$ cat config.mk
export PLATFORM = sky130hd
export DESIGN_NAME = operand_extend_pipe_flat
export DESIGN_NICKNAME = d
export VERILOG_FILES = /design/src/rtl/operand_extend_pipe_if.sv /design/src/rtl/operand_extend_pipe.sv /design/src/flat_wrapper.sv
export SDC_FILE = /design/constraint.sdc
export NUM_CORES = 1
export LEC_CHECK = 0
export CORE_UTILIZATION = 48
export DETAILED_ROUTE_END_ITERATION = 16
export PLACE_DENSITY = 0.87
export SLEW_MARGIN = 20
export SYNTH_ARGS = -nofsm -noshare
export SYNTH_HDL_FRONTEND = slang
export SYNTH_SLANG_ARGS = --single-unit
$ cat constraint.sdc
create_clock -name clk -period 1.9 [get_ports clk]
set_input_delay 0.38 -clock clk [delete_from_list [all_inputs] [get_ports clk]]
set_output_delay 0.38 -clock clk [all_outputs]
set_load 0.02 [all_outputs]
$ cat src/rtl/operand_extend_pipe_if.sv
// Operand/result handshake bundle for operand_extend_pipe.
// slave = the extend block, master = producer/consumer side.
interface operand_extend_pipe_if #(
  parameter int IN_W  = 11,
  parameter int OUT_W = 16
);
  logic             in_valid;
  logic             in_ready;
  logic [IN_W-1:0]  in_addr;
  logic [1:0]       in_mode;
  logic             out_valid;
  logic             out_ready;
  logic [OUT_W-1:0] Salida;
  logic             out_err;

  modport slave (
    input  in_valid, in_addr, in_mode, out_ready,
    output in_ready, out_valid, Salida, out_err
  );

  modport master (
    output in_valid, in_addr, in_mode, out_ready,
    input  in_ready, out_valid, Salida, out_err
  );
endinterface

$ cat src/rtl/operand_extend_pipe.sv
// Sign/zero/shift operand extension into a 2-entry registered result FIFO.
// Optional EXT_STATS_EN adds a saturating count of negative signed operands.
module operand_extend_pipe #(
  parameter int IN_W  = 11,
  parameter int OUT_W = 16,
  parameter int SHIFT = 1
) (
  input  logic                  clk,
  input  logic                  rst_n,
  operand_extend_pipe_if.slave  bus
`ifdef EXT_STATS_EN
  ,
  output logic [15:0]           neg_count
`endif
);

  typedef enum logic [1:0] {EMPTY = 2'd0, ONE = 2'd1, FULL = 2'd2} occ_t;

  occ_t             occ_q, occ_d;
  logic             rdy_q;
  logic             vld_q;
  logic [OUT_W-1:0] head_q, tail_q;
  logic             head_err_q, tail_err_q;

  logic             push, pop;
  logic [OUT_W-1:0] sx, zx, res;
  logic             res_err;

  assign push = bus.in_valid & bus.in_ready;
  assign pop  = vld_q & bus.out_ready;

  // in_ready depends only on registered state, never on out_ready
  assign bus.in_ready  = rdy_q & (occ_q != FULL);
  assign bus.out_valid = vld_q;
  assign bus.Salida    = head_q;
  assign bus.out_err   = head_err_q;

  always_comb begin
    sx      = {{(OUT_W-IN_W){bus.in_addr[IN_W-1]}}, bus.in_addr};
    zx      = {{(OUT_W-IN_W){1'b0}}, bus.in_addr};
    res     = zx;
    res_err = 1'b0;
    case (bus.in_mode)
      2'd0:    res = sx;
      2'd1:    res = zx;
      2'd2:    res = sx << SHIFT;
      default: begin
        res     = zx;
        res_err = 1'b1;
      end
    endcase
  end

  always_ff @(posedge clk or negedge rst_n) begin
    if (!rst_n) occ_q <= EMPTY;
    else        occ_q <= occ_d;
  end

  always_comb begin
    occ_d = occ_q;
    case (occ_q)
      EMPTY:   if (push) occ_d = ONE;
      ONE:     if (push && !pop) occ_d = FULL;
               else if (pop && !push) occ_d = EMPTY;
      FULL:    if (pop) occ_d = ONE;
      default: occ_d = EMPTY;
    endcase
  end

  always_ff @(posedge clk or negedge rst_n) begin
    if (!rst_n) begin
      rdy_q      <= 1'b0;
      vld_q      <= 1'b0;
      head_q     <= '0;
      tail_q     <= '0;
      head_err_q <= 1'b0;
      tail_err_q <= 1'b0;
    end else begin
      rdy_q <= 1'b1;
      vld_q <= (occ_d != EMPTY);
      case (occ_q)
        EMPTY: if (push) begin
          head_q     <= res;
          head_err_q <= res_err;
        end
        ONE: begin
          // push+pop at one entry: new result replaces the departing head
          if (push && pop) begin
            head_q     <= res;
            head_err_q <= res_err;
          end else if (push) begin
            tail_q     <= res;
            tail_err_q <= res_err;
          end
        end
        FULL: if (pop) begin
          head_q     <= tail_q;
          head_err_q <= tail_err_q;
        end
        default: ;
      endcase
    end
  end

`ifdef EXT_STATS_EN
  always_ff @(posedge clk or negedge rst_n) begin
    if (!rst_n)
      neg_count <= '0;
    else if (push && (bus.in_mode == 2'd0 || bus.in_mode == 2'd2) &&
             bus.in_addr[IN_W-1] && neg_count != 16'hFFFF)
      neg_count <= neg_count + 16'd1;
  end
`endif

endmodule
$ cat src/flat_wrapper.sv
// flat-port wrapper written by rule: the top's interface ports become plain ports
module operand_extend_pipe_flat 
#(
  parameter int IN_W  = 11,
  parameter int OUT_W = 16,
  parameter int SHIFT = 1
)
  (clk, rst_n, bus_in_valid, bus_in_addr, bus_in_mode, bus_out_ready, bus_in_ready, bus_out_valid, bus_Salida, bus_out_err);
  operand_extend_pipe_if #(.IN_W(IN_W), .OUT_W(OUT_W)) bus_i ();
  input  logic clk;
  input  logic rst_n;
  input wire logic [$bits(bus_i.in_valid)-1:0] bus_in_valid;
  input wire logic [$bits(bus_i.in_addr)-1:0] bus_in_addr;
  input wire logic [$bits(bus_i.in_mode)-1:0] bus_in_mode;
  input wire logic [$bits(bus_i.out_ready)-1:0] bus_out_ready;
  output wire logic [$bits(bus_i.in_ready)-1:0] bus_in_ready;
  output wire logic [$bits(bus_i.out_valid)-1:0] bus_out_valid;
  output wire logic [$bits(bus_i.Salida)-1:0] bus_Salida;
  output wire logic [$bits(bus_i.out_err)-1:0] bus_out_err;
  assign bus_i.in_valid = bus_in_valid;
  assign bus_i.in_addr = bus_in_addr;
  assign bus_i.in_mode = bus_in_mode;
  assign bus_i.out_ready = bus_out_ready;
  assign bus_in_ready = bus_i.in_ready;
  assign bus_out_valid = bus_i.out_valid;
  assign bus_Salida = bus_i.Salida;
  assign bus_out_err = bus_i.out_err;
  operand_extend_pipe #(.IN_W(IN_W), .OUT_W(OUT_W), .SHIFT(SHIFT)) u_core (.clk(clk), .rst_n(rst_n), .bus(bus_i));
endmodule
## Word level (Yosys, flattened, before mapping)

Cells that the tools add are included.

| operators by class | value |
|---|---|
| equal/unequal tests | 8 |
| mux-type cells | 15 |
| bitwise operators | 4 |
| reductions and logical operators | 12 |

Operator list:

| operator | count |
|---|---|
| 16-bit 2-to-1 mux | 3 |
| 16-bit one-hot mux with 3 select lines | 1 |
| 16-bit one-hot mux with 2 select lines | 1 |
| 2-bit 2-to-1 mux | 4 |
| 2-bit by 1-bit != test with 1-bit output, second input constant | 3 |
| 2-bit one-hot mux with 3 select lines | 1 |
| 2-bit by 1-bit equality test with 1-bit output, second input constant | 2 |
| 2-bit equality test, second input constant | 2 |
| 2-bit zero test | 2 |
| 1-bit 2-to-1 mux | 4 |
| 4-bit AND reduction | 1 |
| 1-bit bitwise AND | 3 |
| 1-bit logical AND | 3 |
| 1-bit one-hot mux with 3 select lines | 1 |
| 3-bit AND reduction | 1 |
| 3-bit nonzero test | 1 |
| 3-bit OR reduction | 1 |
| 1-bit zero test | 2 |
| 2-bit != test, second input constant | 1 |
| 2-bit nonzero test | 1 |
| 1-bit inverter | 1 |

| storage, ports and cells | value |
|---|---|
| register bits | 38 |
| output and inout port bits | 19 |

## Longest topological paths before layout

Gate-level depths: netlist (run 1).

| depth | value |
|---|---|
| word-level depth | 9 |
| depth in mapped cells | 6 |
| gate-level depth less buffers | 4 |

## Worst setup path after synthesis (run 1)

Ideal clock, no wire load.

| path | value |
|---|---|
| kind | reg2reg |
| start point | reg u_core.occ_q[1] |
| end point | reg u_core.head_q[10], in the netlist u_core.bus.Salida[10] |
| library setup time | 0.125 ns |
| data arrival time | 1.439 ns |
| required time | 1.775 ns |
| setup slack | 0.336 ns |
| cell stages (with the launch flop) | 7 |
| path buffers | 2 |
| cell sequence | dfrtp_1 nor2b_1 buf_4 o21bai_4 o31a_4 buf_12 mux2_4 |

| between the ends | value |
|---|---|
| longest elaborated chain between the ends | 6 |

Ends and longest elaborated chain:

| element | line | RTL |
|---|---|---|
| start, declared | operand_extend_pipe.sv:19 | `occ_t occ_q, occ_d;` |
| start signal, assigned | operand_extend_pipe.sv:55 | `if (!rst_n) occ_q <= EMPTY;` |
| start signal, assigned | operand_extend_pipe.sv:56 | `else occ_q <= occ_d;` |
| 2-bit != test | operand_extend_pipe.sv:33 | `assign bus.in_ready = rdy_q & (occ_q != FULL);` |
| 1-bit bitwise AND | operand_extend_pipe.sv:33 |  |
| 1-bit bitwise AND | operand_extend_pipe.sv:29 | `assign push = bus.in_valid & bus.in_ready;` |
| 1-bit logical AND | operand_extend_pipe.sv:88 | `if (push && pop) begin` |
| 2-bit by 1-bit != test with 1-bit output (no source line) | -- |  |
| 4-bit AND reduction (no source line) | -- |  |
| end signal, assigned | operand_extend_pipe.sv:83 | `head_q <= res;` |
| end signal, assigned | operand_extend_pipe.sv:89 | `head_q <= res;` |
| end signal, assigned | operand_extend_pipe.sv:97 | `head_q <= tail_q;` |
| end, declared | operand_extend_pipe.sv:22 | `logic [OUT_W-1:0] head_q, tail_q;` |

Several ways; a longest one is shown, not always the timed one.
A chain may end at the register's enable or synchronous reset.

## Worst setup path in the final report (run 1)

| path | value |
|---|---|
| start point | reg u_core.occ_q[0] |
| end point | out bus_in_ready |

| between the ends | value |
|---|---|
| longest elaborated chain between the ends | 2 |

Ends and longest elaborated chain:

| element | line | RTL |
|---|---|---|
| 2-bit != test | operand_extend_pipe.sv:33 |  |
| 1-bit bitwise AND | operand_extend_pipe.sv:33 |  |
| end, declared | flat_wrapper.sv:16 | `output wire logic [$bits(bus_i.in_ready)-1:0] bus_in_ready;` |

Every way passes these cells.

==> results of run 1 <==
-- flip-flops by register name, summed over array words and instances (netlist names) --
register,flops
u_core.tail_q,12
u_core.bus.Salida,12
u_core.bus.out_valid,1
u_core.occ_q,2
u_core.bus.out_err,1
u_core.rdy_q,1
u_core.tail_err_q,1
-- worst reg2reg max path, cell delays in order (launching register included) --
cell      delay [ns]
dfrtp_1         0.36
buf_4           0.14
and3b_1         0.23
o21bai_4        0.14
o31a_4          0.32
mux2_2          0.37
-- where the power goes --
| part | leakage (nW) | internal, mW | switching (mW) |
|---|---|---|---|
| logic | 0.494 | 0.752 | 0.664 |
| registers | 0.369 | 0.945 | 0.166 |
| clock network | 0.0254 | 0.139 | 0.205 |
-- cell usage after synthesis (2+ instances only) --
cell      number
dfrtp_1       30
nand2_1       19
o21ai_0       17
a21oi_1       11
nor2_1        11
mux2_4        10
mux2i_1       10
buf_4          5
clkbuf_1       3
mux2_2         3
buf_2          2
nand2b_1       2
nand3_1        2
nor2b_1        2
-- per-layer routing --
metal / vias to the layer above / part of all wire, % / routed length [um] / GRT usage (%)
met5: - / 0 / 0 / 0
met4: 0 / 1.8 / 55 / 10.1
met3: 5 / 6.0 / 181 / 5.67
met2: 38 / 51 / 1540 / 34.7
met1: 540 / 41 / 1250 / 26.2
li1: 548 / - / - / -
-- what timing repair did --
action / CTS / global route
hold buffers: 0 / 0
endpoints found under the setup margin: 1 / 0
gates resized for setup: 1 / 0
-- cell type report --
class,count,share of cell area (%)
sequential,30,39.1
multi-input combinational,95,33.9
timing repair buffer,46,22.5
clock buffer,7,2.35
tap,31,2.02
inverter,1,0.195
-- kinds of logic (layout without fill, tap and decap cells) --
logic type | count (synthesis) | count (layout) | synth area share [%]
other | 1 | 1 | 0.253
buffers and inverters | 12 | 54 | 5.56
DFF | 30 | 30 | 50.6
AOI/OAI and AO/OA | 32 | 32 | 13.0
muxes | 23 | 23 | 19.1
and+or+nand+nor | 39 | 39 | 11.5
-- worst max path at each step --
stage               slack, ns                       from                                 to  depth (start not counted)
CTS                      0.08  u_core.occ_q[0]$_DFF_PN0_                       bus_in_ready                          3
finish                   0.10  u_core.occ_q[0]$_DFF_PN0_                       bus_in_ready                          3
global placement        -0.05             bus_in_mode[1]   u_core.bus.Salida[3]$_DFFE_PN0P_                          6
floorplan                0.34  u_core.occ_q[1]$_DFF_PN0_  u_core.bus.Salida[10]$_DFFE_PN0P_                          6
detailed placement      -0.13             bus_in_mode[1]   u_core.bus.Salida[8]$_DFFE_PN0P_                          6
global route             0.04  u_core.occ_q[0]$_DFF_PN0_                       bus_in_ready                          3
==> qor.yml, run 1 <==
run_status:
  outcome: "finished with violations"
  violations: "DRC"
power_and_ir_drop:
  powerDensity_nw_per_um2: 1490
  peakVddDrop_mv: 0.779
  p_leak_nw: 0.888
  total_power_mw: 2.87
placement:
  portBuffers: 35
  gp_congestion: 0.725
  dp_cells: 203
  preCtsSetupSlack_ns: -0.125
  detailed_place_hpwl_um: 2140
  place_area_um2: 1880
yosys:
  synth.distinct_cells: 24
  synthFlopType: "dfrtp_1"
  synth_edf_count: 0
  syn_nets: 154
  synthesis.area_um2: 1480
  synth_area_leaders: "dfrtp_1 (51%), mux2_4 (10%), mux2i_1 (6.7%), o21ai_0 (5.7%), nand2_1 (4.8%)"
  synth.top_cell.area_share_pct: 50.6
  syn_inst: 137
  synth_warnings: 0
  yosysTopAreaCell: "dfrtp_1"
  synth-seq-cells: 30
  async_flop_share_pct: 100
  syn_avg_cell_area_um2: 10.8
  ys_seq_area_share_pct: 50.6
drt:
  wl_per_cell_um: 14.4
  remaining_drc_errors: 4
  wirelength_um: 3020
  ant_nets: 0
  avgViaCountPerCell: 5.39
  first_pass_iters: 14
  initialDrtViolationCount: 53
  vias: 1131
setup_path:
  rr_endpoint: "u_core.bus.Salida[0]$_DFFE_PN0P_"
  cp_top_family: "simple AND/OR/NAND/NOR gates"
  max_stage_delay_ns: 0.38
  crit_arrival_ns: 1.42
  cp_cell_sequence: "or2b_1 > and2_1 > dlygate4sd2_1"
  cp-start-kind: "flop"
  rrSetupSlack_ns: 0.25
  crit_buf_inv: 1
  worstSetupPathType: "flop to output pin"
  cp.required_ns: 1.52
  slowest_stage: "dfrtp_1"
  end_kind: "output pin"
  crit_fanout: 2
  r2r_cells: 5
  r2r_start: "u_core.occ_q[1]$_DFF_PN0_"
final_layout:
  antenna_cells: 0
  final_util_pct: 67.3
  final_cells: 210
  area_growth_syn_to_layout_pct: 29.4
  multiInputGateArea_um2: 651
  fillCellCount: 224
  layout_commonest_cell: "clkdlybuf4s50_1"
  final_area_um2: 1920
  mostFrequentLayoutCells: "clkdlybuf4s50_1 (34), dfrtp_1 (30), nand2_1 (19), o21ai_0 (17)"
  layout.nets: 196
  final_layout_size_suffix_gt1_share_pct: 17.3
  seq_area_um2: 751
timing:
  clock_skew_ns: 0.00934
  hold_viol_final: 0
  hold_slack_ns: 0.427
  min_period_ns: 1.80
  fmax_mhz: 556
  setup_tns_ns: 0
  slew_violations: 0
  min_period_over_period_pct: 94.7
  rsz0062_at_grt: "no"
  fin_ws_ns: 0.102
  final-setup-viol-count: 0
floorplan:
  die_area_um2: 3320
  core_area_um2: 2850
  die_y_um: 57.6
  fp.dieW_um: 57.6
  start_util_pct: 52.0
  pin_count: 36
  rows: 19
global_routing:
  grt_pass1_wl_um: 5180
  grt_pass1_vias: 1150
  grt.total_usage_pct: 21.3
  overflow: 0
  grt_max_degree: 31
  antenna_found_initial: 0
clock_tree:
  clock-sinks: 30
  clk_latency_ns: 0.33
  cts_buffers: 5
  root_buffer: "clkbuf_4"
  postCtsSetupRepairBufs: 0
  cts_tree: "built"
  cts_buffer_depth: 2
  clkTransAtPathRegs_ns: 0.09
  cts_max_level: 2
run:
  drv_cap: 0
hold_path:
  hp-class: "input port to asynchronous set/reset pin"
Power figures use the tool's default switching activity.
==> run 2: changes to the inputs <==
--- a/config.mk
+++ b/config.mk
@@ -6,6 +6,7 @@
 export NUM_CORES = 1
 export LEC_CHECK = 0
 export CORE_UTILIZATION = 48
+export CTS_CLUSTER_SIZE = 14
 export DETAILED_ROUTE_END_ITERATION = 16
 export PLACE_DENSITY = 0.87
 export SLEW_MARGIN = 20
==> results of run 2 <==
Final layout, timing and power as in run 1 (identical DEF).
==> RTL edit (flow settings as in run 1) <==
Encoding of `occ_t`: now one-hot (3 bits for 3 values).
--- a/src/rtl/operand_extend_pipe.sv
+++ b/src/rtl/operand_extend_pipe.sv
@@ -14,7 +14,7 @@
 `endif
 );
 
-  typedef enum logic [1:0] {EMPTY = 2'd0, ONE = 2'd1, FULL = 2'd2} occ_t;
+  typedef enum logic [2:0] {EMPTY = 3'b001, ONE = 3'b010, FULL = 3'b100} occ_t;
 
   occ_t             occ_q, occ_d;
   logic             rdy_q;
Behaviour: same outputs for any inputs over 10 cycles, from zero or initial values and one cycle with rst_n low; not proved beyond that.
==> RTL edit against run 1 <==
Utilization down 0.60 points; non-clock buffer count unchanged; routed wire length up 9.5%; sequential cell count up 1; worst setup slack worse by 16 ps; via count up 6.5%; clock skew up 11 ps; final area up 6.1%; die area up 3.7%; synthesized area up 3.9%.
Power is not compared: it rests on default switching activity, and its combinational part moved more than twofold at a synthesized area within 25%.
==> RTL edit: results (changes against run 1) <==
| Metric | Value |
|---|---|
| Crit path max fanout | `13 (+11)` |
| Post-CTS setup buffers | `0 (unchanged)` |
| Placed Instance Area | `1950 um2 (+3.9%)` |
| Nets | `201 (+2.6%)` |
| HPWL Detailed | `2.44 mm (+14%)` |
| Starting DRT DRC Count | `48 (-9.4%)` |
| Setup WS post-layout | `85.9 ps (-15.7 ps)` |
| Via count | `1204 (+6.5%)` |
| Vias in the first global route | `1361 (+18%)` |
| Layout cells sized above 1 | `0.205 (+0.0322)` |
| Sequential-to-total area share from yosys stat | `0.504 (-0.00184)` |
| Layout Skew | `20.0 ps (+10.6 ps)` |
| Largest net degree at the start of global routing | `32 (+3.2%)` |
| Critical path data arrival time | `2030 ps (+610 ps)` |
| Syn_nets | `159 (+3.2%)` |
| Synth cell types | `28 (+17%)` |
| Crit path capture | `u_core.bus.Salida[3]$_DFFE_PN0P_` |
| Post-Syn Instances | `142 (+3.6%)` |
| Status | `finished clean` |
| Ys async rst share | `1.00 (unchanged)` |
| Reg2reg start | `u_core.occ_q[0]$_DFF_PN1_` |
| Area contributors post-synth | `dfrtp_1 (49%), mux2_4 (9.7%), mux2i_1 (6.5%)` |
| Register-to-Register Path Depth | `4 (-1)` |
| CP Launch Point | `bus_in_valid` |
| Top FF cell, synth | `dfrtp_1` |
| Filler Cells Inserted | `253 (+13%)` |
| RePlAce Congestion | `0.759 (+4.7%)` |
| Worst skew pair latency | `330 ps (about the same)` |
| Post-synth top cells | `dfrtp_1 (30), nand2_1 (19), o21ai_0 (19), a21oi_1 (11)` |
| Worst min path class | `input pin to async pin` |
| Leak Pwr | `0.948 nW` |
| Routed wire length per instance | `14.4 um (+0.41%)` |
| All-Layer GR Usage | `0.223 (+0.00993)` |
| Placed Cells | `221 (+8.9%)` |
| Setup slack, reg-to-reg | `100 ps (-150 ps)` |
| CTS Buf Count | `5 (unchanged)` |
| Avg Vias per Cell | `5.26 (-2.4%)` |
| Pre-CTS setup slack | `-253 ps (-127 ps)` |
| Area grow syn2layout | `32.1%` |
| First-pass DRT Iterations | `4 (-10)` |
| First-pass GRT wire length | `5.66 mm (+9.3%)` |
==> RTL edit: critical path, stage by stage <==
cell and delay (ps):
clkdlybuf4s50_1 500, nand2_2 100, or4b_4 500, o31a_4 210, mux2_4 320
==> RTL edit: timing repair <==
| action | in CTS | in global routing |
|---|---|---|
| setup endpoints to repair | 1 | 1 |
| gates cloned | 0 | 0 |
| gates resized for setup | 4 | 2 |
==> RTL edit: kinds of logic (layout without fill, tap and decap cells) <==
kind of cell / Yosys count / count (layout) / synth area share
buffers and inverters: 11 / 54 / 0.0511
XOR/XNOR: 1 / 1 / 0.00568
multiplexers: 23 / 23 / 0.184
flip-flops: 31 / 31 / 0.504
AND/OR/NAND/NOR: 41 / 41 / 0.130
other: 1 / 1 / 0.00243
AO/OA/AOI/OAI: 34 / 34 / 0.123
==> RTL edit: layout make-up <==
class,count,share of cell area
clock buffers,6,0.0252
clock inverters,2,0.0172
repair buffers,46,0.211
well taps,44,0.0270
flip-flops and latches,31,0.381
multi-input cells,100,0.338
==> RTL edit: routing by layer <==
metal	wire, um	vias up	GRT usage
met2	1810	34	0.397
met4	34	0	0.129
met5	0	-	0
li1	-	570	-
met3	142	4	0.0615
met1	1330	596	0.235
==> RTL edit: where the power goes <==
| group | switching (mW) | internal [mW] | total (mW) |
|---|---|---|---|
| clock network | 0.227 | 0.311 | 0.538 |
| registers | 0.0887 | 0.808 | 0.897 |
| logic | 0.296 | 0.364 | 0.660 |
| total | 0.612 | 1.48 | 2.10 |
==> RTL edit: metrics by stage <==
step / power (mW) / hold WS [ps]
floorplan: 1.28 / 84.4
global placement: 1.54 / 464
global route: 2.20 / 465
detailed placement: 1.58 / 473
finish: 2.10 / 428
CTS: 2.11 / 443
